$ cat src/rtl/serial_subtractor_pkg.sv
// Shared definitions for the bit-serial subtractor: FSM encoding,
// default operand width and the bit-counter width helper.
package serial_subtractor_pkg;

  localparam int unsigned DEFAULT_WIDTH = 8;

  typedef enum logic [1:0] {
    IDLE = 2'b00,
    RUN  = 2'b01,
    DONE = 2'b10
  } state_t;

  // One extra bit over clog2 so the counter can never wrap inside a run.
  function automatic int unsigned cnt_width(input int unsigned width);
    return $clog2(width) + 1;
  endfunction

endpackage

$ cat src/rtl/serial_subtractor_full_subtractor.sv
// One-bit combinational full subtractor: two half subtractors plus an OR
// merging their borrows.
module full_subtractor (
  input  logic In_A,
  input  logic In_B,
  input  logic Bin,
  output logic Diff,
  output logic Bout
);

  logic w_hs1_diff;
  logic w_hs1_bout;
  logic w_hs2_bout;

  // First half subtractor: A - B
  assign w_hs1_diff = In_A ^ In_B;
  assign w_hs1_bout = ~In_A & In_B;

  // Second half subtractor: (A - B) - Bin
  assign Diff       = w_hs1_diff ^ Bin;
  assign w_hs2_bout = ~w_hs1_diff & Bin;

  assign Bout = w_hs1_bout | w_hs2_bout;

endmodule

$ cat src/rtl/serial_subtractor.sv
// Bit-serial subtractor: computes In_A - In_B one bit per cycle, LSB first,
// through a single full subtractor and a registered borrow. Results are
// published to the output registers only on the last RUN cycle, so the
// previous result stays visible while a new operation is in flight.
module serial_subtractor
  import serial_subtractor_pkg::*;
#(
  parameter int unsigned WIDTH = DEFAULT_WIDTH
) (
  input  logic             clk_i,
  input  logic             rst_i,
  input  logic             start_i,
  input  logic [WIDTH-1:0] In_A,
  input  logic [WIDTH-1:0] In_B,
  output logic [WIDTH-1:0] Diff,
  output logic             Bout,
  output logic             Ovf,
  output logic             busy_o,
  output logic             done_o
);

  localparam int unsigned CW = cnt_width(WIDTH);

  state_t           r_state;
  state_t           w_next;

  logic [WIDTH-1:0] r_a;
  logic [WIDTH-1:0] r_b;
  logic [WIDTH-1:0] r_res;
  logic             r_borrow;
  logic [CW-1:0]    r_cnt;

  logic [WIDTH-1:0] r_diff;
  logic             r_bout;
  logic             r_ovf;

  logic             w_accept;
  logic             w_last;
  logic             w_busy;
  logic             w_done;
  logic             w_fs_diff;
  logic             w_fs_bout;

  assign w_last = (r_cnt == CW'(WIDTH - 1));

  full_subtractor u_fs (
    .In_A (r_a[0]),
    .In_B (r_b[0]),
    .Bin  (r_borrow),
    .Diff (w_fs_diff),
    .Bout (w_fs_bout)
  );

  // State register
  always_ff @(posedge clk_i) begin
    if (!rst_i) begin
      r_state <= IDLE;
    end else begin
      r_state <= w_next;
    end
  end

  // Next-state decode, start acceptance and status flags
  always_comb begin
    w_next   = r_state;
    w_accept = 1'b0;
    w_busy   = 1'b0;
    w_done   = 1'b0;
    unique case (r_state)
      IDLE: begin
        if (start_i) begin
          w_next   = RUN;
          w_accept = 1'b1;
        end
      end
      RUN: begin
        w_busy = 1'b1;
        if (w_last) begin
          w_next = DONE;
        end
      end
      DONE: begin
        w_done = 1'b1;
        if (start_i) begin
          w_next   = RUN;
          w_accept = 1'b1;
        end else begin
          w_next = IDLE;
        end
      end
      default: w_next = IDLE;
    endcase
  end

  // Operand capture, serial shifting, borrow and bit counter
  always_ff @(posedge clk_i) begin
    if (!rst_i) begin
      r_a      <= '0;
      r_b      <= '0;
      r_res    <= '0;
      r_borrow <= 1'b0;
      r_cnt    <= '0;
    end else if (w_accept) begin
      r_a      <= In_A;
      r_b      <= In_B;
      r_borrow <= 1'b0;
      r_cnt    <= '0;
    end else if (r_state == RUN) begin
      r_a      <= r_a >> 1;
      r_b      <= r_b >> 1;
      r_res    <= {w_fs_diff, r_res[WIDTH-1:1]};
      r_borrow <= w_fs_bout;
      r_cnt    <= r_cnt + CW'(1);
    end
  end

  // Result publish on the final RUN cycle; holds until the next completion
  always_ff @(posedge clk_i) begin
    if (!rst_i) begin
      r_diff <= '0;
      r_bout <= 1'b0;
      r_ovf  <= 1'b0;
    end else if (r_state == RUN && w_last) begin
      r_diff <= {w_fs_diff, r_res[WIDTH-1:1]};
      r_bout <= w_fs_bout;
      r_ovf  <= r_borrow ^ w_fs_bout;
    end
  end

  // Outputs forced low for the whole reset cycle, not just after the edge
  assign Diff   = rst_i ? r_diff : '0;
  assign Bout   = rst_i & r_bout;
  assign Ovf    = rst_i & r_ovf;
  assign busy_o = rst_i & w_busy;
  assign done_o = rst_i & w_done;

endmodule

$ cat config.mk
export PLATFORM = sky130hd
export DESIGN_NAME = serial_subtractor
export DESIGN_NICKNAME = d
export VERILOG_FILES = /design/src/rtl/serial_subtractor_pkg.sv /design/src/rtl/serial_subtractor_full_subtractor.sv /design/src/rtl/serial_subtractor.sv
export SDC_FILE = /design/constraint.sdc
export NUM_CORES = 1
export LEC_CHECK = 0
export BUFFER_PORTS_ARGS = -buffer_cell sky130_fd_sc_hd__buf_2
export CORE_ASPECT_RATIO = 1.1
export CORE_UTILIZATION = 54
export DETAILED_ROUTE_END_ITERATION = 16
export GPL_TIMING_DRIVEN = 0
export HOLD_SLACK_MARGIN = 0.06
export PLACE_DENSITY = 0.78
export SKIP_LAST_GASP = 1
export SYNTH_ARGS = -nofsm -noshare
export SYNTH_HDL_FRONTEND = slang
export SYNTH_SLANG_ARGS = --single-unit
$ cat constraint.sdc
create_clock -name clk_i -period 1.7 [get_ports clk_i]
set_input_delay 0.17 -clock clk_i [delete_from_list [all_inputs] [get_ports clk_i]]
set_output_delay 0.17 -clock clk_i [all_outputs]
set_load 0.02 [all_outputs]
# Yosys cells after proc, flatten, opt, wreduce, memory -nomap -nowiden
# Index checks and enable logic that the tools add are counted.
[totals] ff_bits=41 out_inout_bits=12 word_cells=49
[classes] add_sub_neg=1 eq_ne=5 muxes=13 bitwise_logic=14 n_reduce_logical=7
[op_table] operator="$mux W8" count=5
[op_table] operator="$and A1 B1 Y1" count=6
[op_table] operator="$pmux W2 S3" count=1
[op_table] operator="$mux W1" count=5
[op_table] operator="$add A4 B1 Y4 const B" count=1
[op_table] operator="$eq A4 B3 Y1 const B" count=1
[op_table] operator="$mux W2" count=2
[op_table] operator="$ne A2 B2 Y1 const B" count=2
[op_table] operator="$not A1 Y1" count=4
[op_table] operator="$reduce_and A2 Y1" count=2
[op_table] operator="$reduce_or A2 Y1" count=2
[op_table] operator="$xor A1 B1 Y1" count=3
[op_table] operator="$eq A2 B1 Y1 const B" count=1
[op_table] operator="$eq A2 B2 Y1 const B" count=1
[op_table] operator="$logic_not A2 Y1" count=1
[op_table] operator="$reduce_bool A2 Y1" count=1
[op_table] operator="$logic_and A1 B1 Y1" count=1
[op_table] operator="$or A1 B1 Y1" count=1

# Depth between registers and ports, before layout
# Gate-level depths: netlist of the first run.
[depth] word_depth=5 mapped_depth=5

# Modules after synthesis
# Synthesis of the first run repeated with hierarchy kept, for this count alone.
[unflattened] cells_unflattened=210 area_unflattened_um2=1715.4
[modules_own_cells] module="serial_subtractor" instances=1 cells_per_inst=206 area_per_inst_um2=1684.1 seq_area_each_um2=800.8
[modules_own_cells] module="full_subtractor" instances=1 cells_per_inst=4 area_per_inst_um2=31.3 seq_area_each_um2=0.0

# Least setup slack after synthesis of the first run
# OpenSTA, ideal clock, no wires.
[synth_timing] path_kind="register to register" start="register r_b[0]" end="register r_ovf" setup_ns=0.101 arrival_ns=1.159 path_slack_ns=0.440 path_stages_with_launch=5 n_path_buf=0 period_less_slack_ns=1.260 path_cell_list="dfxtp_1 > inv_1 > fa_1 > xor2_1 > o41ai_1"
[synth_between] elab_chain_cells=5 word_cells_on_any_way=6 cone_classes="bitwise: 6"
[synth_lines] element="from (decl)" line="serial_subtractor.sv:28" rtl="logic [WIDTH-1:0] r_b;"
[synth_lines] element="from (signal assigned)" line="serial_subtractor.sv:105" rtl="r_b <= In_B;"
[synth_lines] element="from (signal assigned)" line="serial_subtractor.sv:110" rtl="r_b <= r_b >> 1;"
[synth_lines] element="$xor A1 B1 Y1" line="serial_subtractor_full_subtractor.sv:16" rtl="assign w_hs1_diff = In_A ^ In_B;"
[synth_lines] element="$not A1 Y1" line="serial_subtractor_full_subtractor.sv:21" rtl="assign w_hs2_bout = ~w_hs1_diff & Bin;"
[synth_lines] element="$and A1 B1 Y1" line="serial_subtractor_full_subtractor.sv:21"
[synth_lines] element="$or A1 B1 Y1 (*)" line="serial_subtractor_full_subtractor.sv:23" rtl="assign Bout = w_hs1_bout | w_hs2_bout;"
[synth_lines] element="$xor A1 B1 Y1 (*)" line="serial_subtractor.sv:126" rtl="r_ovf <= r_borrow ^ w_fs_bout;"
[synth_lines] element="to (signal assigned)" line="serial_subtractor.sv:126"
[synth_lines] element="to (decl)" line="serial_subtractor.sv:35" rtl="logic r_ovf;"
# Every way passes the cells marked *; elsewhere a longest branch is shown, timed or not.
# A chain may end at the register's enable or synchronous reset.

# Worst setup path after layout of the first run
[layout_timing] start="register r_state[1]" end="output port busy_o"
[layout_between] elab_chain_cells=3
[layout_lines] element="from (decl)" line="serial_subtractor.sv:24" rtl="state_t r_state;"
[layout_lines] element="from (signal assigned)" line="serial_subtractor.sv:59" rtl="r_state <= w_next;"
[layout_lines] element="$eq A2 B1 Y1" line="serial_subtractor.sv:69" rtl="unique case (r_state)"
[layout_lines] element="$mux W1" line="serial_subtractor.sv:69"
[layout_lines] element="$and A1 B1 Y1" line="serial_subtractor.sv:134" rtl="assign busy_o = rst_i & w_busy;"
[layout_lines] element="to (decl)" line="serial_subtractor.sv:18" rtl="output logic busy_o,"
# Every way passes these cells.

==> results of run 1 <==
-- registers in the layout (all words and copies together), names as in the netlist --
name	flops
r_a	8
r_b	8
r_diff	8
r_res	7
r_cnt	4
r_state	2
r_borrow	1
r_bout	1
r_ovf	1
-- timing repair --
item / in CTS / in global routing
hold endpoints to repair: 1 / 0
setup buffers: 0 / 0
gates resized for setup: 0 / 1
hold buffers: 1 / 0
setup endpoints to repair: 0 / 1
-- cell families after synthesis --
| kind of cell | after synthesis | share of synthesized area [%] |
|---|---|---|
| AOI/OAI and AO/OA | 60 | 20.9 |
| xor gates and xnor gates | 3 | 1.57 |
| adders and majority gates | 2 | 1.94 |
| buffers and inverters | 21 | 6.18 |
| DFF | 40 | 47.7 |
| muxes | 1 | 0.596 |
| and+or+nand+nor | 79 | 21.1 |
-- stage by stage --
step           instance area, sq um  power [W]  cells
2_1_floorplan                  1680    0.00117    206
3_3_place_gp                   1870    0.00123    269
3_5_place_dp                   1870    0.00123    269
4_1_cts                        1940    0.00172    278
5_1_grt                        1940    0.00179    277
6_report                       1940    0.00171    277
-- metal layers --
| layer | share of wire (%) | routed length [microns] |
|---|---|---|
| met5 | 0 | 0 |
| met2 | 47 | 1610 |
| met3 | 4.3 | 148 |
| met4 | 2.3 | 77 |
| met1 | 46 | 1580 |
-- area by class of cell --
cell class / instances / area, sq um
plain buffers: 17 / 87.6
inverters: 3 / 11.3
repair buffers: 31 / 160
multi-input cells: 145 / 774
fillers: 262 / 917
flip-flops and latches: 40 / 802
well taps: 33 / 41.3
clock buffers: 8 / 58.8
-- cells in the final DEF (no fill, tap or decap), types with 3 or more instances in the layout --
| cell type | instances |
|---|---|
| nand3_1 | 5 |
| clkbuf_4 | 5 |
| a22oi_1 | 3 |
| a21oi_1 | 14 |
| a31oi_1 | 10 |
| buf_2 | 36 |
| dfxtp_1 | 39 |
| nor3_1 | 4 |
| nand2_1 | 47 |
| nor2_1 | 6 |
| o31ai_1 | 8 |
| o21ai_0 | 21 |
| and2_1 | 10 |
| clkbuf_1 | 8 |
-- power breakdown --
part / switching [W] / internal, W
clock: 0.000291 / 0.000204
combinational: 0.000128 / 0.0000829
sequential: 0.0000245 / 0.000977
total: 0.000444 / 0.00126
-- worst max-delay path, stage by stage, from the launching register on --
cell      delay (ns)
dfxtp_1         0.39
nand2b_1        0.15
buf_6           0.19
nor2_1          0.05
buf_2           0.17
-- worst paths after layout --
kind / start / endpoint / slack (ns) / cells after the start
worst max-delay path: r_state[1] / busy_o / 0.24 / 4
worst max register to register: r_cnt[0] / r_bout / 0.25 / 5
worst min register to register: r_res[1] / r_res[1] / 0.46 / 2
worst min-delay path: In_B[5] / r_b[5] / 0.12 / 3
==> reports/summary.md, run 1 <==
### Status
• complete, no violations — outcome

### GRT
• 24.1% — global-route total usage across every layer
• 27.8% — met1 routing resource usage after global routing
• 0 — number of antenna violations at the first check in global routing
• 5620 microns — first-pass GRT wire length
• 5.76% — met3 demand-to-capacity share in global routing
• 0 — total overflow reported by the global router
• 40.3% — grt met2 use
• met2 — Top Usage Layer GRT
• 1291 — number of global-route vias before repair
• 12 — maximum number of pins on one net before global-route repair

### Floorplan
• 31 — io pins
• 58.9% — starting density of the core
• 2850 sq um — Core Area
• 20 — floorplan row count
• 60.5 microns — Die Height
• 55.2 microns — chip width
• 3340 sq um — Die Outline Area

### Place
• 2450 microns — hpwl dp
• 0.782 — final weighted congestion in routability-driven placement
• 0.305 ns — placement-stage worst setup slack
• 30 — total of buffers placed on input and output ports

### Clocking
• 2 — number of buffers between clock root and the deepest sink
• 0.11 ns — Worst-path clk slew
• 5 — number of buffers inserted during clock tree synthesis
• done — CTS tree
• clkbuf_4 — Root Buffer
• 0.34 ns — Skew-Pair Late Insertion Delay
• 2 — H-tree depth
• 40 — clock tree sinks

### Detailed routing
• 4 — number of iterations in the first detailed-routing pass
• 45 — DRC violation total after the first TritonRoute iteration
• 0 — ANT nets after route
• 5.35 — per-cell via count in the routed design
• 1483 — total number of vias
• 12.3 microns — DR WL/cell
• 0 — DRC violations left
• 3420 microns — Detailed Route WL

### Logic synthesis
• 0% — Post-synth ARST share
• 40 — post-synthesis register bit count
• dfxtp_1 (48%), nand2_1 (11%), o21ai_0 (6.3%) — cell types occupying the most area after synthesis
• 32 — number of distinct library cells after synthesis
• 227 — post-synthesis net count
• nand2_1 — most numerous cell in the Yosys netlist
• nand2_1 (47), dfxtp_1 (40), o21ai_0 (21) — top post-synthesis cells by count
• 206 — cell count after synthesis
• 47.7% — fraction of post-synthesis cell area in the top cell type by area
• 47.7% — share of the yosys chip area belonging to registers
• 8.15 sq um — Mapped Avg Cell Area
• dfxtp_1 — leading register cell type out of synthesis
• 0 — number of enable-type register cells in the synthesized netlist
• 0 — yosys synthesis warning count
• dfxtp_1 — post-synthesis cell type with the largest combined area
• 1680 sq um — summed instance area of the synthesized netlist

### Timing
• 0.00560 ns — Fin Clk Skew
• 0 — total count of max-transition violations in the final report
• false — RSZ-0062 raised after global routing
• 0.119 ns — Hold Slack
• 70.7% — slew margin rel.
• 85.7% — ratio of final minimum period to clock period
• 0 ns — summed negative setup slack over all endpoints
• 0.686 GHz — maximum frequency from static timing analysis
• 1.46 ns — post-layout min period
• 0 — Final setup viols
• 0 — final count of hold timing violations
• 0.439 ns — measured slew at the worst slew-check pin
• 0.243 ns — least setup slack across all paths after layout

### Job
• 0 — max capacitance violation total

### Critical path
• 19 — crit-path max FO
• primary output — endpoint kind of the worst setup timing path
• 1.53 ns — Crit path required time
• flip-flop to primary output — kind of critical path
• 1.29 ns — arrival time worst endpoint
• flip-flop — startpoint class of the critical path

### Power
• 883 nW/um^2 — pwr dens
• 0.000662 V — IR drop worst, VDD
• 0.758 nW — leakage power figure

### Min path
• primary input to flip-flop — type of the tightest min-delay check

### Layout
• 15.3% — area added between synthesis and finish
• 0 — antenna cell count
• 67.9% — Final Util
• 264 — Final nets
• 19.3% — layout cell share with drive strength beyond 1

(Power assumes the default switching activity.)
==> run 2, diff against run 1 <==
--- a/config.mk
+++ b/config.mk
@@ -11,6 +11,7 @@
 export DETAILED_ROUTE_END_ITERATION = 16
 export GPL_TIMING_DRIVEN = 0
 export HOLD_SLACK_MARGIN = 0.06
+export MAX_ROUTING_LAYER = met4
 export PLACE_DENSITY = 0.78
 export SKIP_LAST_GASP = 1
 export SYNTH_ARGS = -nofsm -noshare
==> reports/summary.md, run 2 (synthesized netlist as in run 1, its figures left out) <==
### Status
• complete, no violations — outcome, unchanged

### Critical path
• nand2b_1 > buf_6 > nor2_1 > buf_2 — crit path cell chain, unchanged
• dfxtp_1 — crit path max-delay cell type, unchanged
• 1.53 ns — Crit path required time, about the same
• primary output — endpoint kind of the worst setup timing path, unchanged
• 19 — crit-path max FO, unchanged
• flip-flop — startpoint class of the critical path, unchanged
• 1.28 ns — arrival time worst endpoint, was 1.29 ns
• flip-flop to primary output — kind of critical path, unchanged
• 0.39 ns — slowest stage delay, CP, about the same

### Timing
• 0 — Final setup viols, unchanged
• 0 ns — summed negative setup slack over all endpoints, unchanged
• 1.45 ns — post-layout min period, was 1.46 ns
• 85.5% — ratio of final minimum period to clock period, was 85.7%
• 0.688 GHz — maximum frequency from static timing analysis, was 0.686 GHz
• 0.00511 ns — Fin Clk Skew, was 0.00560 ns
• false — RSZ-0062 raised after global routing, unchanged
• 0.435 ns — measured slew at the worst slew-check pin, was 0.439 ns
• 71.0% — slew margin rel., was 70.7%
• 0.124 ns — Hold Slack, was 0.119 ns
• 0 — total count of max-transition violations in the final report, unchanged
• 0 — final count of hold timing violations, unchanged
• 0.246 ns — least setup slack across all paths after layout, was 0.243 ns

### Floorplan
• 20 — floorplan row count, unchanged
• 55.2 microns — chip width, unchanged
• 2850 sq um — Core Area, unchanged
• 3340 sq um — Die Outline Area, unchanged
• 58.9% — starting density of the core, unchanged
• 60.5 microns — Die Height, unchanged
• 31 — io pins, unchanged

### Place
• 0.305 ns — placement-stage worst setup slack, unchanged
• 30 — total of buffers placed on input and output ports, unchanged
• 0.793 — final weighted congestion in routability-driven placement, was 0.782
• 2450 microns — hpwl dp, unchanged

### Clocking
• 0.11 ns — Worst-path clk slew, about the same
• done — CTS tree, unchanged
• clkbuf_4 — Root Buffer, unchanged
• 5 — number of buffers inserted during clock tree synthesis, unchanged
• 2 — H-tree depth, unchanged
• 0.33 ns — Skew-Pair Late Insertion Delay, was 0.34 ns
• 2 — number of buffers between clock root and the deepest sink, unchanged
• 40 — clock tree sinks, unchanged

### Layout
• 15.3% — area added between synthesis and finish, unchanged
• 774 sq um — area occupied by multi-input gates, unchanged
• 262 — Fill cells, unchanged
• 264 — Final nets, unchanged
• r_a x8, r_b x8, r_diff x8 — leading registers by flop count, unchanged
• nand2_1 — leading cell type in the layout, fill and taps excluded, unchanged
• 802 sq um — register cell area after layout, unchanged
• 19.3% — layout cell share with drive strength beyond 1, unchanged
• 0 — antenna cell count, unchanged
• nand2_1 (47), dfxtp_1 (39), buf_2 (36), o21ai_0 (21), a21oi_1 (14) — highest-count cells in the layout ignoring fill and taps, unchanged

### GRT
• 0 — number of antenna violations at the first check in global routing, unchanged
• 1289 — number of global-route vias before repair, was 1291
• 24.9% — global-route total usage across every layer, was 24.1%
• 12 — maximum number of pins on one net before global-route repair, unchanged
• 5640 microns — first-pass GRT wire length, was 5620 microns
• 0 — total overflow reported by the global router, unchanged

### Detailed routing
• 42 — DRC violation total after the first TritonRoute iteration, was 45
• 1466 — total number of vias, was 1483
• 12.2 microns — DR WL/cell, was 12.3 microns
• 4 — number of iterations in the first detailed-routing pass, unchanged
• 0 — ANT nets after route, unchanged
• 5.29 — per-cell via count in the routed design, was 5.35
• 0 — DRC violations left, unchanged
• 3390 microns — Detailed Route WL, was 3420 microns

### Power
• 0.758 nW — leakage power figure, unchanged
• 881 nW/um^2 — pwr dens, was 883 nW/um^2
• 0.000665 V — IR drop worst, VDD, was 0.000662 V

### Min path
• primary input to flip-flop — type of the tightest min-delay check, unchanged

### Job
• 0 — max capacitance violation total, unchanged

[run 2: cell counts in the layout (fill, tap and decap cells not counted)]
No cell type changed its count.
[run 2: per-stage QoR]
step | instance area (sq um) | total power, W | std cells | utilization, %
after floorplan | 1680 | 0.00117 | 206 | -
after global placement | 1870 | 0.00123 | 269 | 65.6
after detailed placement | 1870 | 0.00123 | 269 | 65.6
after CTS | 1940 | 0.00172 | 278 | 68.0
after global routing | 1940 | 0.00180 | 277 | 67.9
final | 1940 | 0.00171 | 277 | 67.9
[run 2: what timing repair did]
item                                    4_1_cts  5_1_grt
buffers inserted                              0        0
hold buffers                                  1        0
hold endpoints to repair                      1        0
resized for setup                             0        1
endpoints found under the setup margin        0        1
[run 2: final timing paths]
path	endpoint	cells after the start	slack (ns)	start
max	busy_o	4	0.25	r_state[1]
min	r_b[0]	3	0.12	In_B[0]
min reg2reg	r_res[1]	2	0.46	r_res[1]
max reg2reg	r_bout	5	0.26	r_cnt[0]
[run 2: routing by layer]
layer | GRT usage (%) | vias to the layer above | share of wire (%)
li1 | - | 780 | -
met1 | 28.2 | 651 | 47
met2 | 39.9 | 30 | 47
met3 | 5.76 | 5 | 3.8
met4 | 13.6 | 0 | 1.6
met5 | - | - | 0
[run 2: area by class of cell]
cell class | count | area share, %
tap | 33 | 2.13
buffer | 17 | 4.52
inverter | 3 | 0.582
timing repair buffer | 31 | 8.27
clock buffer | 8 | 3.04
sequential | 40 | 41.4
multi-input combinational | 145 | 40.0
[run 2: worst max-delay path: cells and delay by family (launching register included)]
family	cells	cell delay, ns
AND/OR/NAND/NOR	2	0.20
flip-flops	1	0.39
buffers and inverters	2	0.36
[run 2: report_power, final]
group	switching, W	leakage [nW]	internal (W)
Sequential	0.0000246	0.326	0.000977
Clock	0.000288	0.0326	0.000204
Combinational	0.000128	0.399	0.0000829
==> run 3, diff against run 2 <==
==> constraint.sdc (replaced) <==
create_clock -name clk_i -period 1.7 [get_ports clk_i]
set_input_delay 0.085 -clock clk_i [delete_from_list [all_inputs] [get_ports clk_i]]
set_output_delay 0.085 -clock clk_i [all_outputs]
set_load 0.02 [all_outputs]
==> reports/summary.md, run 3 (synthesized netlist as in run 1, its figures left out) <==
### Status
• complete, no violations — outcome, unchanged

### Place
• 0.305 ns — placement-stage worst setup slack, unchanged
• 30 — total of buffers placed on input and output ports, unchanged
• 2450 microns — hpwl dp, unchanged
• 0.793 — final weighted congestion in routability-driven placement, unchanged
• 269 — Cells after DPL, unchanged

### Timing
• 0.00440 ns — Fin Clk Skew, was 0.00511 ns
• 0 — total count of max-transition violations in the final report, unchanged
• 91.3% — ratio of final minimum period to clock period, was 85.5%
• 0 — final count of hold timing violations, unchanged
• false — RSZ-0062 raised after global routing, unchanged
• 0.148 ns — least setup slack across all paths after layout, was 0.246 ns
• 1.55 ns — post-layout min period, was 1.45 ns
• 0.644 GHz — maximum frequency from static timing analysis, was 0.688 GHz
• 0.0725 ns — Hold Slack, was 0.124 ns
• 0 — Final setup viols, unchanged
• 0.430 ns — measured slew at the worst slew-check pin, was 0.435 ns
• 71.3% — slew margin rel., was 71.0%
• 0 ns — summed negative setup slack over all endpoints, unchanged

### Critical path
• 1.62 ns — Crit path required time, was 1.53 ns
• flip-flop — startpoint class of the critical path, unchanged
• 0.43 ns — slowest stage delay, CP, was 0.39 ns
• 1.47 ns — arrival time worst endpoint, was 1.28 ns
• buf_2 — most prevalent standard cell on the critical path
• dfxtp_1 — crit path max-delay cell type, unchanged
• primary output — endpoint kind of the worst setup timing path, unchanged
• nand2b_1 > buf_6 > buf_2 > nor2_1 > buf_2 — crit path cell chain, was nand2b_1 > buf_6 > nor2_1 > buf_2
• flip-flop to primary output — kind of critical path, unchanged
• 10 — crit-path max FO, was 19

### Clocking
• 5 — number of buffers inserted during clock tree synthesis, unchanged
• 2 — number of buffers between clock root and the deepest sink, unchanged
• 0 — Resized cells post-CTS, unchanged
• 0 — Post-CTS Setup Repair Bufs, unchanged
• clkbuf_4 — Root Buffer, unchanged
• 0.11 ns — Worst-path clk slew, about the same
• 0.34 ns — Skew-Pair Late Insertion Delay, was 0.33 ns
• 40 — clock tree sinks, unchanged
• 13 — count of hold-fix buffers inserted at cts, was 1
• done — CTS tree, unchanged
• 2 — H-tree depth, unchanged

### Floorplan
• 20 — floorplan row count, unchanged
• 60.5 microns — Die Height, unchanged
• 31 — io pins, unchanged
• 3340 sq um — Die Outline Area, unchanged
• 55.2 microns — chip width, unchanged
• 2850 sq um — Core Area, unchanged
• 58.9% — starting density of the core, unchanged

### Power
• 0.000680 V — IR drop worst, VDD, was 0.000665 V
• 840 nW/um^2 — pwr dens, was 881 nW/um^2
• 0.811 nW — leakage power figure, was 0.758 nW

### Layout
• 241 — Fill cells, was 262
• 72.2% — Final Util, was 67.9%
• 0 — antenna cell count, unchanged
• 22.7% — area added between synthesis and finish, was 15.3%
• 290 — final instance count without filler cells, was 277
• r_a x8, r_b x8, r_diff x8 — leading registers by flop count, unchanged
• 277 — Final nets, was 264
• 18.3% — layout cell share with drive strength beyond 1, was 19.3%
• nand2_1 — leading cell type in the layout, fill and taps excluded, unchanged
• nand2_1 (47), dfxtp_1 (40), buf_2 (37), o21ai_0 (21), a21oi_1 (14) — highest-count cells in the layout ignoring fill and taps, was nand2_1 (47), dfxtp_1 (39), buf_2 (36), o21ai_0 (21), a21oi_1 (14)

### GRT
• 26.6% — global-route total usage across every layer, was 24.9%
• 0 — total overflow reported by the global router, unchanged
• 1387 — number of global-route vias before repair, was 1289
• 6020 microns — first-pass GRT wire length, was 5640 microns
• 0 — number of antenna violations at the first check in global routing, unchanged
• 12 — maximum number of pins on one net before global-route repair, unchanged

### Detailed routing
• met4 — uppermost signal routing layer after detailed routing, unchanged
• 3640 microns — Detailed Route WL, was 3390 microns
• 1531 — total number of vias, was 1466
• 5.28 — per-cell via count in the routed design, was 5.29
• 0 — DRC violations left, unchanged
• 4 — number of iterations in the first detailed-routing pass, unchanged
• 0 — ANT nets after route, unchanged
• 176 microns — routed wire length on met3, was 129 microns
• 12.6 microns — DR WL/cell, was 12.2 microns
• 1770 microns — Met2 Routed Length, was 1610 microns
• 1610 microns — routed metal-1 wirelength, was 1600 microns
• 41 — DRC violation total after the first TritonRoute iteration, was 42

### Min path
• primary input to flip-flop — type of the tightest min-delay check, unchanged

### Job
• 0 — max capacitance violation total, unchanged

[run 3: cell types whose count changed in the layout (fill, tap and decap cells not counted), sizes merged]
cell | before | now
buf | 40 | 41
dlygate4sd3 | 1 | 13
[run 3: layout make-up]
| type | count | area (sq um) | area share (%) |
|---|---|---|---|
| plain buffers | 18 | 92.6 | 4.50 |
| clock buffers | 8 | 58.8 | 2.86 |
| inverters | 3 | 11.3 | 0.547 |
| multi-input cells | 145 | 774 | 37.6 |
| well taps | 33 | 41.3 | 2.00 |
| repair buffers | 43 | 280 | 13.6 |
| flip-flops and latches | 40 | 801 | 38.9 |
[run 3: final timing paths]
kind,end,slack (ns),from,cells after the start
setup / recovery,busy_o,0.15,r_state[0],5
hold / removal,r_a[2],0.07,In_A[2],3
setup reg to reg,r_bout,0.26,r_cnt[0],5
hold reg to reg,r_res[1],0.46,r_res[1],2
[run 3: where the power goes]
part | internal [W] | switching (W)
Clock | 0.000204 | 0.000287
Sequential | 0.000977 | 0.0000245
Combinational | 0.000102 | 0.000134
[run 3: routing by layer]
layer	track usage (%)	vias to the layer above
met2	44.1	41
met1	29.0	673
met5	-	-
li1	-	810
met3	6.27	7
met4	13.6	0
[run 3: through the flow]
| step | instance area [sq um] | power [W] |
|---|---|---|
| 6_report | 2060 | 0.00173 |
| 5_1_grt | 2060 | 0.00182 |
| 4_1_cts | 2060 | 0.00174 |
| 3_5_place_dp | 1870 | 0.00123 |
| 3_3_place_gp | 1870 | 0.00123 |
| 2_1_floorplan | 1680 | 0.00117 |
[run 3: worst max-delay path, delay by kind of cell (launching register included)]
kind,cells,cell delay (ns)
flip-flops,1,0.43
AND/OR/NAND/NOR,2,0.21
buffers and inverters,3,0.50
